File: config.mk
export PLATFORM = sky130hd
export DESIGN_NAME = mips_mc_ctrl
export DESIGN_NICKNAME = d
export VERILOG_FILES = /design/src/rtl/mips_ctrl_pkg.sv /design/src/rtl/mips_ctrl_decode.sv /design/src/rtl/mips_mc_ctrl.sv
export SDC_FILE = /design/constraint.sdc
export NUM_CORES = 1
export LEC_CHECK = 0
export CORE_MARGIN = 4
export CORE_UTILIZATION = 54
export CTS_CLUSTER_DIAMETER = 120
export DETAILED_ROUTE_END_ITERATION = 10
export DONT_BUFFER_PORTS = 1
export GPL_ROUTABILITY_DRIVEN = 0
export PLACE_DENSITY = 0.71
export SLEW_MARGIN = 20
export SYNTH_ARGS = -nofsm -noshare
export SYNTH_HDL_FRONTEND = slang
export SYNTH_SLANG_ARGS = --single-unit
File: constraint.sdc
create_clock -name clkin -period 1.36 [get_ports clkin]
set_clock_uncertainty 0.05 [all_clocks]
set_input_delay 0.272 -clock clkin [delete_from_list [all_inputs] [get_ports clkin]]
set_output_delay 0.272 -clock clkin [all_outputs]
set_load 0.01 [all_outputs]
File: src/rtl/mips_ctrl_pkg.sv
// Shared constants for the multi-cycle MIPS control path: state codes, opcodes and
// datapath select encodings.
package mips_ctrl_pkg;

  typedef enum logic [3:0] {
    StFetch    = 4'd0,
    StDecode   = 4'd1,
    StMemAddr  = 4'd2,
    StMemRd    = 4'd3,
    StMemWb    = 4'd4,
    StMemWr    = 4'd5,
    StRExec    = 4'd6,
    StRWb      = 4'd7,
    StBranch   = 4'd8,
    StJump     = 4'd9,
    StAddiExec = 4'd10,
    StAddiWb   = 4'd11,
    StHalt     = 4'd12
  } state_e;

  localparam logic [5:0] OP_RTYPE = 6'h00;
  localparam logic [5:0] OP_LW    = 6'h23;
  localparam logic [5:0] OP_SW    = 6'h2B;
  localparam logic [5:0] OP_BEQ   = 6'h04;
  localparam logic [5:0] OP_J     = 6'h02;
  localparam logic [5:0] OP_ADDI  = 6'h08;

  localparam logic [1:0] ALU_OP_ADD   = 2'b00;
  localparam logic [1:0] ALU_OP_SUB   = 2'b01;
  localparam logic [1:0] ALU_OP_FUNCT = 2'b10;

  localparam logic [1:0] ALUB_RT          = 2'b00;
  localparam logic [1:0] ALUB_FOUR        = 2'b01;
  localparam logic [1:0] ALUB_SIGNEXT     = 2'b10;
  localparam logic [1:0] ALUB_SIGNEXT_SH2 = 2'b11;

  localparam logic [1:0] PCSRC_ALU    = 2'b00;
  localparam logic [1:0] PCSRC_ALUOUT = 2'b01;
  localparam logic [1:0] PCSRC_JUMP   = 2'b10;

  function automatic logic is_known_op(logic [5:0] op);
    return (op == OP_RTYPE) || (op == OP_LW) || (op == OP_SW) ||
           (op == OP_BEQ) || (op == OP_J) || (op == OP_ADDI);
  endfunction

endpackage

File: src/rtl/mips_ctrl_decode.sv
// Combinational decode of the control state into datapath enables and selects,
// including the phase/memory/zero gating of the write enables.
module mips_ctrl_decode
  import mips_ctrl_pkg::*;
(
  input  logic [3:0] state_i,
  input  logic       phase_en_i,
  input  logic       mem_ready_i,
  input  logic       zero_i,
  input  logic       halt_req_i,
  input  logic [5:0] opcode_i,
  output logic       pc_write_o,
  output logic       ir_write_o,
  output logic       mem_read_o,
  output logic       mem_write_o,
  output logic       reg_write_o,
  output logic       i_or_d_o,
  output logic       alu_src_a_o,
  output logic [1:0] alu_src_b_o,
  output logic [1:0] alu_op_o,
  output logic [1:0] pc_source_o,
  output logic       reg_dst_o,
  output logic       mem_to_reg_o,
  output logic       illegal_o,
  output logic       halted_o
);

  always_comb begin
    pc_write_o   = 1'b0;
    ir_write_o   = 1'b0;
    mem_read_o   = 1'b0;
    mem_write_o  = 1'b0;
    reg_write_o  = 1'b0;
    i_or_d_o     = 1'b0;
    alu_src_a_o  = 1'b0;
    alu_src_b_o  = ALUB_RT;
    alu_op_o     = ALU_OP_ADD;
    pc_source_o  = PCSRC_ALU;
    reg_dst_o    = 1'b0;
    mem_to_reg_o = 1'b0;
    illegal_o    = 1'b0;
    halted_o     = 1'b0;
    case (state_e'(state_i))
      StFetch: begin
        mem_read_o  = 1'b1;
        alu_src_b_o = ALUB_FOUR;
        // A pending halt suppresses the IR latch and PC increment.
        pc_write_o  = mem_ready_i & phase_en_i & ~halt_req_i;
        ir_write_o  = mem_ready_i & phase_en_i & ~halt_req_i;
      end
      StDecode: begin
        alu_src_b_o = ALUB_SIGNEXT_SH2;
        illegal_o   = phase_en_i & ~is_known_op(opcode_i);
      end
      StMemAddr, StAddiExec: begin
        alu_src_a_o = 1'b1;
        alu_src_b_o = ALUB_SIGNEXT;
      end
      StMemRd: begin
        mem_read_o = 1'b1;
        i_or_d_o   = 1'b1;
      end
      StMemWr: begin
        mem_write_o = phase_en_i;
        i_or_d_o    = 1'b1;
      end
      StMemWb: begin
        reg_write_o  = phase_en_i;
        mem_to_reg_o = 1'b1;
      end
      StRExec: begin
        alu_src_a_o = 1'b1;
        alu_op_o    = ALU_OP_FUNCT;
      end
      StRWb: begin
        reg_write_o = phase_en_i;
        reg_dst_o   = 1'b1;
      end
      StAddiWb: reg_write_o = phase_en_i;
      StBranch: begin
        alu_src_a_o = 1'b1;
        alu_op_o    = ALU_OP_SUB;
        pc_source_o = PCSRC_ALUOUT;
        pc_write_o  = zero_i & phase_en_i;
      end
      StJump: begin
        pc_source_o = PCSRC_JUMP;
        pc_write_o  = phase_en_i;
      end
      StHalt: halted_o = 1'b1;
      default: ;
    endcase
  end

endmodule

File: src/rtl/mips_mc_ctrl.sv
// Multi-cycle MIPS control FSM: state register and next-state sequencing, stepping only
// on divider-phase cycles and waiting on memory in fetch and data-access states.
module mips_mc_ctrl
  import mips_ctrl_pkg::*;
(
  input  logic       clkin,
  input  logic       reset,
  input  logic       phase_en,
  input  logic [5:0] opcode,
  input  logic       zero,
  input  logic       mem_ready,
  input  logic       halt_req,
  output logic       pc_write,
  output logic       ir_write,
  output logic       mem_read,
  output logic       mem_write,
  output logic       reg_write,
  output logic       i_or_d,
  output logic       alu_src_a,
  output logic [1:0] alu_src_b,
  output logic [1:0] alu_op,
  output logic [1:0] pc_source,
  output logic       reg_dst,
  output logic       mem_to_reg,
  output logic [3:0] state,
  output logic       illegal,
  output logic       halted
);

  state_e state_q, state_d;

  always_comb begin
    state_d = state_q;
    case (state_q)
      StFetch: if (phase_en && mem_ready) state_d = halt_req ? StHalt : StDecode;
      StDecode: begin
        if (phase_en) begin
          case (opcode)
            OP_LW, OP_SW: state_d = StMemAddr;
            OP_RTYPE:     state_d = StRExec;
            OP_BEQ:       state_d = StBranch;
            OP_J:         state_d = StJump;
            OP_ADDI:      state_d = StAddiExec;
            default:      state_d = StFetch;
          endcase
        end
      end
      StMemAddr:  if (phase_en) state_d = (opcode == OP_LW) ? StMemRd : StMemWr;
      StMemRd:    if (phase_en && mem_ready) state_d = StMemWb;
      StMemWr:    if (phase_en && mem_ready) state_d = StFetch;
      StRExec:    if (phase_en) state_d = StRWb;
      StAddiExec: if (phase_en) state_d = StAddiWb;
      StMemWb, StRWb, StAddiWb, StBranch, StJump: if (phase_en) state_d = StFetch;
      StHalt:     state_d = StHalt;
      default:    state_d = StFetch;
    endcase
  end

  always_ff @(posedge clkin or posedge reset) begin
    if (reset) state_q <= StFetch;
    else       state_q <= state_d;
  end

  assign state = state_q;

  mips_ctrl_decode u_decode (
    .state_i      (state_q),
    .phase_en_i   (phase_en),
    .mem_ready_i  (mem_ready),
    .zero_i       (zero),
    .halt_req_i   (halt_req),
    .opcode_i     (opcode),
    .pc_write_o   (pc_write),
    .ir_write_o   (ir_write),
    .mem_read_o   (mem_read),
    .mem_write_o  (mem_write),
    .reg_write_o  (reg_write),
    .i_or_d_o     (i_or_d),
    .alu_src_a_o  (alu_src_a),
    .alu_src_b_o  (alu_src_b),
    .alu_op_o     (alu_op),
    .pc_source_o  (pc_source),
    .reg_dst_o    (reg_dst),
    .mem_to_reg_o (mem_to_reg),
    .illegal_o    (illegal),
    .halted_o     (halted)
  );

endmodule

==> impl_metrics.env, run 1 <==
export IMPL_yosysWarnings=0
export IMPL_row_count=13
export IMPL_place_detailed_hpwl_mm=1.98
export IMPL_placed_cells=148
export IMPL_yosys_area_top_type="dfrtp_1"
export IMPL_stop_error="[ERROR DPL-0033] detailed placement checks failed during check placement."
export IMPL_postCtsHoldBufs=1
export IMPL_cts_buffers_inserted=3
export IMPL_async_flop_share_pct=100
export IMPL_post_cts_buffers=13
export IMPL_start_util_pct=57.0
export IMPL_yosys_register_bits=4
export IMPL_synthTopCellsByCount="nor2_1 (13), nor3_1 (10), nand2_1 (9), o21ai_0 (7), a21oi_1 (6)"
export IMPL_die_x_um=45.1
export IMPL_synth_top_area_share_pct=13.5
export IMPL_failing_step="4_1_cts"
export IMPL_synth_edff_count=0
export IMPL_synth_most_common_cell="nor2_1"
export IMPL_cts_resized=35
export IMPL_synth_area_um2=742
export IMPL_synth_nets=121
export IMPL_ys_flop_type="dfrtp_1"
export IMPL_cts_buffer_depth=2
export IMPL_cts_root_buf="clkbuf_4"
export IMPL_status="stopped before the end"
export IMPL_syn_avg_cell_area_um2=6.81
export IMPL_port_buffers=0
export IMPL_ys_seq_area_share_pct=13.5
export IMPL_cts_sinks=4
export IMPL_h_tree_depth=1
export IMPL_die_h_um=45.1
export IMPL_num_io_pins=33
export IMPL_yosysUniqueCellTypes=45
export IMPL_netlist_instances=109
export IMPL_yosys_top_cells_area="dfrtp_1 (13%), nor3_1 (6.7%), nor2_1 (6.6%)"
==> through the flow <==
stage	utilization [%]	hold WS, ns	instance area, um2	setup WS, ns	TNS (ns)
after floorplan	-	-0.0121	826	-0.121	-0.801
after global placement	79.2	0.00450	1030	-0.137	-1.09
after detailed placement	79.2	0.0114	1030	-0.175	-1.35
==> cells by family after synthesis <==
kind of cell           after synthesis  share of synthesized area, %
XOR/XNOR                             4                          4.72
multiplexers                         1                          2.02
buffers and inverters               13                          10.3
AND/OR/NAND/NOR                     57                          42.3
AO/OA/AOI/OAI                       30                          27.2
flip-flops                           4                          13.5
==> run 2: changes to the inputs <==
CORE_AREA = 4 4 65 67   (was unset)
CORE_MARGIN = unset   (was 4)
CORE_UTILIZATION = unset   (was 54)
CTS_CLUSTER_DIAMETER = unset   (was 120)
DIE_AREA = 0 0 69 71   (was unset)
PLACE_DENSITY = unset   (was 0.71)
PLACE_DENSITY_LB_ADDON = 0.15   (was unset)
clock period = 1.75 ns   (was 1.36 ns; I/O delays follow)
==> run 2 against run 1 <==
The flow now finishes, with violations (setup timing); area after synthesis unchanged; synthesized cell count stayed put.
==> impl_metrics.env, run 2 <==
export IMPL_drive_gt1_share_pct=43.9
export IMPL_use_met3_pct=3.55
export IMPL_clk_pin_slew_ns=0.03
export IMPL_vias_per_cell=4.98
export IMPL_timing_slew_headroom_pct=76.1
export IMPL_top_usage_layer="met2"
export IMPL_drv_slew=0
export IMPL_cts_buffer_depth=2
export IMPL_synth_edff_count=0
export IMPL_cp_arrival_ns=1.39
export IMPL_cts_tree="done"
export IMPL_fillers=404
export IMPL_place_detailed_hpwl_mm=1.96
export IMPL_critical_path_max_fanout=15
export IMPL_grt_pass1_wl_mm=4.36
export IMPL_start_kind="flip-flop"
export IMPL_ys_seq_area_share_pct=13.5
export IMPL_h_tree_depth=1
export IMPL_cp_required_ns=1.35
export IMPL_area_growth_pct=60.4
export IMPL_crit_family="simple AND/OR/NAND/NOR gates"
export IMPL_crit_chain="buf_8 -> nor4b_4 -> and4_4"
export IMPL_crit_slowest_cell="dfrtp_2"
export IMPL_drt_iter0_markers=26
export IMPL_synth_area_um2=742
export IMPL_synthTopCellsByCount="nor2_1 (13), nor3_1 (10), nand2_1 (9), o21ai_0 (7), a21oi_1 (6)"
export IMPL_yosysUniqueCellTypes=45
export IMPL_max_freq_mhz=559
export IMPL_async_flop_share_pct=100
export IMPL_cts_buffers_inserted=3
export IMPL_grt_use_total_pct=10.7
export IMPL_yosys_area_top_type="dfrtp_1"
export IMPL_diodes=0
export IMPL_rsz0062_at_grt="true"
export IMPL_yosysWarnings=0
export IMPL_yosys_top_cells_area="dfrtp_1 (13%), nor3_1 (6.7%), nor2_1 (6.6%)"
export IMPL_final_setup_tns_ns=-0.0809
export IMPL_setup_viol=3
export IMPL_synth_nets=121
export IMPL_worst_pin_slew_ns=0.359
export IMPL_firstDrtPassIters=4
export IMPL_p_leak_nw=0.469
export IMPL_num_io_pins=33
export IMPL_netlist_instances=109
export IMPL_port_buffers=0
export IMPL_syn_avg_cell_area_um2=6.81
export IMPL_grt_start_max_net_pins=25
export IMPL_cts_sinks=4
export IMPL_use_met2_pct=18.1
export IMPL_path_buf_inv=1
export IMPL_violations="setup timing"
export IMPL_core_area_um2=3630
export IMPL_hp_class="in -> reg"
export IMPL_row_count=22
export IMPL_drc_errors=0
export IMPL_setup_worst_path_end_class="output port"
export IMPL_yosys_register_bits=4
export IMPL_cts_root_buf="clkbuf_8"
export IMPL_final_util_pct=32.7
export IMPL_finalCriticalPeriod_ns=1.79
export IMPL_vias=897
export IMPL_antenna_found_initial=0
export IMPL_slowest_delay_ns=0.43
export IMPL_largest_register_ffs=4
export IMPL_grt_pass1_vias=886
export IMPL_mostFrequentLayoutCells="buf_4 (18), nor2_1 (10), nand2_1 (8)"
export IMPL_cellPowerDensity_nw_per_um2=1290
export IMPL_finalWirelength_mm=2.70
export IMPL_max_cap_violations=0
export IMPL_worst_slack_ns=-0.0388
export IMPL_worstSkewPairLatency_ns=0.22
export IMPL_num_nets_final=146
export IMPL_dieArea_um2=4900
export IMPL_synth_most_common_cell="nor2_1"
export IMPL_grt_util_met1_pct=13.5
export IMPL_start_util_pct=20.4
export IMPL_hold_violations=0
export IMPL_drtAntennaViolNets=0
export IMPL_die_x_um=69
export IMPL_ir_drop_v=0.000473
export IMPL_design_area_um2=1190
export IMPL_synth_top_area_share_pct=13.5
export IMPL_fin_crit_sh_pct=102
export IMPL_dpl_cell_area_um2=921
export IMPL_grt_overflow_total=0
export IMPL_ys_flop_type="dfrtp_1"
export IMPL_final_common_cell="buf_4"
export IMPL_wl_per_cell_um=15.0
export IMPL_die_h_um=71
export IMPL_crit_type="reg -> out"
export IMPL_status="complete, but fails checks"
## run 2: cell counts after synthesis
No cell type changed its count.
## run 2: final timing paths
kind / from / endpoint / slack (ns) / depth (start not counted)
hold / removal: phase_en / state[1]$_DFFE_PP0P_ / 0.39 / 3
min in group asynchronous: reset / state[3]$_DFFE_PP0P_ / 0.41 / 2
max in group asynchronous: reset / state[1]$_DFFE_PP0P_ / 1.07 / 2
hold reg to reg: state[2]$_DFFE_PP0P_ / state[2]$_DFFE_PP0P_ / 0.76 / 3
setup / recovery: state[2]$_DFFE_PP0P_ / illegal / -0.04 / 3
setup reg to reg: state[1]$_DFFE_PP0P_ / state[0]$_DFFE_PP0P_ / 0.03 / 6
## run 2: layer usage
layer | vias to the layer above | routed length (um)
met4 | 0 | 12
met1 | 414 | 1150
li1 | 452 | -
met3 | 2 | 166
met5 | - | 0
met2 | 29 | 1370
## run 2: tightest hold or removal path: cells and delay by family
family	cells	cell delay, ns
AO/OA/AOI/OAI	2	0.16
AND/OR/NAND/NOR	1	0.09
## run 2: repair_timing
item,4_1_cts,5_1_grt
endpoints found under the hold margin,4,0
setup endpoints to repair,4,13
hold buffers,1,0
resized for setup,15,17
buffers inserted,7,2
cloned,1,0
pin swaps,5,6
## run 2: stage by stage
| step | worst slack (ns) | cells | power (mW) | hold slack [ns] |
|---|---|---|---|---|
| floorplan | 0.118 | 109 | 0.763 | 0.0661 |
| global placement | 0.139 | 166 | 1.05 | 0.0856 |
| detailed placement | 0.114 | 166 | 1.05 | 0.0864 |
| CTS | -0.0369 | 178 | 1.42 | 0.390 |
| global route | -0.124 | 180 | 1.65 | 0.399 |
| finish | -0.0388 | 180 | 1.53 | 0.388 |
## run 2: power by group
part,leakage [nW],switching [mW],internal (mW)
sequential,0.0491,0.0624,0.123
combinational,0.398,0.577,0.578
clock,0.0216,0.0453,0.146
total,0.469,0.684,0.848
## run 2: kinds of logic (layout without fill, tap and decap cells)
logic type	count (synthesis)	in the layout	share of synthesized area (%)
AOI/OAI and AO/OA	30	30	27.2
xor gates and xnor gates	4	4	4.72
buffers and inverters	13	36	10.3
DFF	4	4	13.5
muxes	1	1	2.02
and+or+nand+nor	57	57	42.3
## run 2: layout make-up
class                   instances  area, um2  share of cell area (%)
inverters                       4       15.0                    1.26
clock buffers                   3       41.3                    3.47
well taps                      48       60.1                    5.05
multi-input cells              92        669                    56.3
flip-flops and latches          4        104                    8.73
repair buffers                 29        300                    25.2
Note: power is estimated with default switching activity, not from simulation.
==> run 3: changes to the inputs <==
CAP_MARGIN = 20   (was unset)
==> results of run 3 <==
Final layout, timing and power as in run 2 (identical DEF).
==> run 4: changes to the inputs <==
CORE_AREA = 2 2 63 65   (was 4 4 65 67)
DIE_AREA = 0 0 65 67   (was 0 0 69 71)
==> run 4 against run 3 <==
The flow still finishes with violations (setup timing); via count is 5.5% higher; critical path depth is 2 higher; largest power group unchanged; core utilization is 1.1 points higher; die area is 11% lower; first-iteration DRC count is 69% higher.
==> impl_metrics.env, run 4 (synthesis gave the netlist of run 2 again) <==
export IMPL_worst_pin_slew_ns=0.297
export IMPL_num_nets_final=152
export IMPL_placed_cells=168
export IMPL_status="complete, but fails checks"
export IMPL_critical_path_max_fanout=9
export IMPL_drtAntennaViolNets=0
export IMPL_final_util_pct=33.8
export IMPL_setup_viol=2
export IMPL_wl_met1_mm=1.21
export IMPL_diodes=0
export IMPL_hp_class="in -> reg"
export IMPL_clk_pin_slew_ns=0.04
export IMPL_mostFrequentLayoutCells="buf_4 (29), nor2_1 (11), nand2_1 (8)"
export IMPL_cellPowerDensity_nw_per_um2=1310
export IMPL_grt_use_total_pct=12.8
export IMPL_fin_crit_sh_pct=101
export IMPL_cts_buffers_inserted=3
export IMPL_hold_violations=0
export IMPL_worstSkewPairLatency_ns=0.22
export IMPL_dpl_cell_area_um2=948
export IMPL_finalWirelength_mm=2.81
export IMPL_dr_max_layer_used="met4"
export IMPL_core_area_um2=3610
export IMPL_die_x_um=65
export IMPL_wl_met2_mm=1.41
export IMPL_crit_slowest_cell="dfrtp_1"
export IMPL_vias_per_cell=5.09
export IMPL_num_io_pins=33
export IMPL_seqPwrFrac_pct=10.5
export IMPL_drc_errors=0
export IMPL_path_buf_inv=2
export IMPL_setup_worst_path_end_class="output port"
export IMPL_max_cap_violations=0
export IMPL_start_kind="flip-flop"
export IMPL_hold_worst_slack_ns=0.384
export IMPL_drt_iter0_markers=44
export IMPL_drv_slew=0
export IMPL_internal_power_uw=896
export IMPL_final_setup_tns_ns=-0.0279
export IMPL_cp_required_ns=1.35
export IMPL_timing_slew_headroom_pct=80.0
export IMPL_wl_per_cell_um=15.1
export IMPL_crit_type="reg -> out"
export IMPL_p_sw_uw=706
export IMPL_crit_family="simple AND/OR/NAND/NOR gates"
export IMPL_wl_met3_um=163
export IMPL_violations="setup timing"
export IMPL_finalCriticalPeriod_ns=1.77
export IMPL_h_tree_depth=1
export IMPL_worst_slack_ns=-0.0188
export IMPL_grt_pass1_vias=893
export IMPL_cts_buffer_depth=2
export IMPL_cts_sinks=4
export IMPL_p_leak_nw=0.504
export IMPL_drive_gt1_share_pct=44.9
export IMPL_cts_tree="done"
export IMPL_cp_arrival_ns=1.37
export IMPL_grt_overflow_total=0
export IMPL_pre_cts_ws_ns=0.122
export IMPL_port_buffers=0
export IMPL_p_clk_share_pct=12.7
export IMPL_cts_root_buf="clkbuf_8"
export IMPL_antenna_found_initial=0
export IMPL_crit_chain="buf_12 -> buf_4 -> nand2_2 -> nor3_1 -> or2_1"
export IMPL_p_comb_share_pct=76.8
export IMPL_largest_register_ffs=4
export IMPL_power_mw=1.60
export IMPL_area_growth_pct=64.4
export IMPL_grt_pass1_wl_mm=4.22
export IMPL_die_h_um=67
export IMPL_start_util_pct=20.6
export IMPL_max_freq_mhz=565
export IMPL_row_count=22
export IMPL_rsz0062_at_grt="true"
export IMPL_grt_start_max_net_pins=20
export IMPL_vias=946
export IMPL_switching_share_pct=44.1
export IMPL_firstDrtPassIters=4
export IMPL_design_area_um2=1220
export IMPL_place_detailed_hpwl_mm=1.96
export IMPL_final_cells=186
export IMPL_final_common_cell="buf_4"
export IMPL_dieArea_um2=4360
export IMPL_slowest_delay_ns=0.40
export IMPL_ir_drop_v=0.000327
-- run 4: cell types whose count changed in the layout (fill, tap and decap cells not counted), sizes merged --
cell | previous run | this run
buf | 27 | 33
-- run 4: worst paths after layout --
kind	slack [ns]	to	cells past startpoint	start
setup reg to reg	0.08	state[0]$_DFFE_PP0P_	6	state[1]$_DFFE_PP0P_
hold / removal	0.38	state[1]$_DFFE_PP0P_	3	phase_en
max in group asynchronous	1.07	state[0]$_DFFE_PP0P_	2	reset
hold reg to reg	0.75	state[0]$_DFFE_PP0P_	2	state[0]$_DFFE_PP0P_
setup / recovery	-0.02	pc_write	5	state[3]$_DFFE_PP0P_
min in group asynchronous	0.41	state[3]$_DFFE_PP0P_	2	reset
-- run 4: layout make-up --
| class | instances | area [um2] |
|---|---|---|
| Clock buffer | 3 | 41.3 |
| Timing Repair Buffer | 35 | 332 |
| Fill cell | 387 | 2390 |
| Sequential cell | 4 | 101 |
| Tap cell | 48 | 60.1 |
| Multi-Input combinational cell | 92 | 671 |
| Inverter | 4 | 15.0 |
-- run 4: tightest hold or removal path: cells and delay by family --
kind | cells | cell delay (ns)
AO/OA/AOI/OAI | 2 | 0.15
AND/OR/NAND/NOR | 1 | 0.10
-- run 4: layer usage --
layer,vias up,track usage (%)
li1,460,-
met4,0,6.65
met1,447,15.4
met2,35,22.0
met5,-,0
met3,4,1.86
-- run 4: timing repair --
action / in CTS / in global routing
setup buffers: 9 / 4
resized for setup: 9 / 15
cloned: 1 / 0
hold buffers: 1 / 0
endpoints found under the setup margin: 6 / 15
pin swaps: 5 / 4
hold endpoints to repair: 4 / 0
-- run 4: power by group through the flow --
stage	combinational, mW	clock (mW)	sequential [mW]
detailed placement	0.925	0	0.164
global placement	0.926	0	0.161
CTS	1.10	0.205	0.176
floorplan	0.603	0	0.160
global route	1.33	0.210	0.176
finish	1.23	0.203	0.168
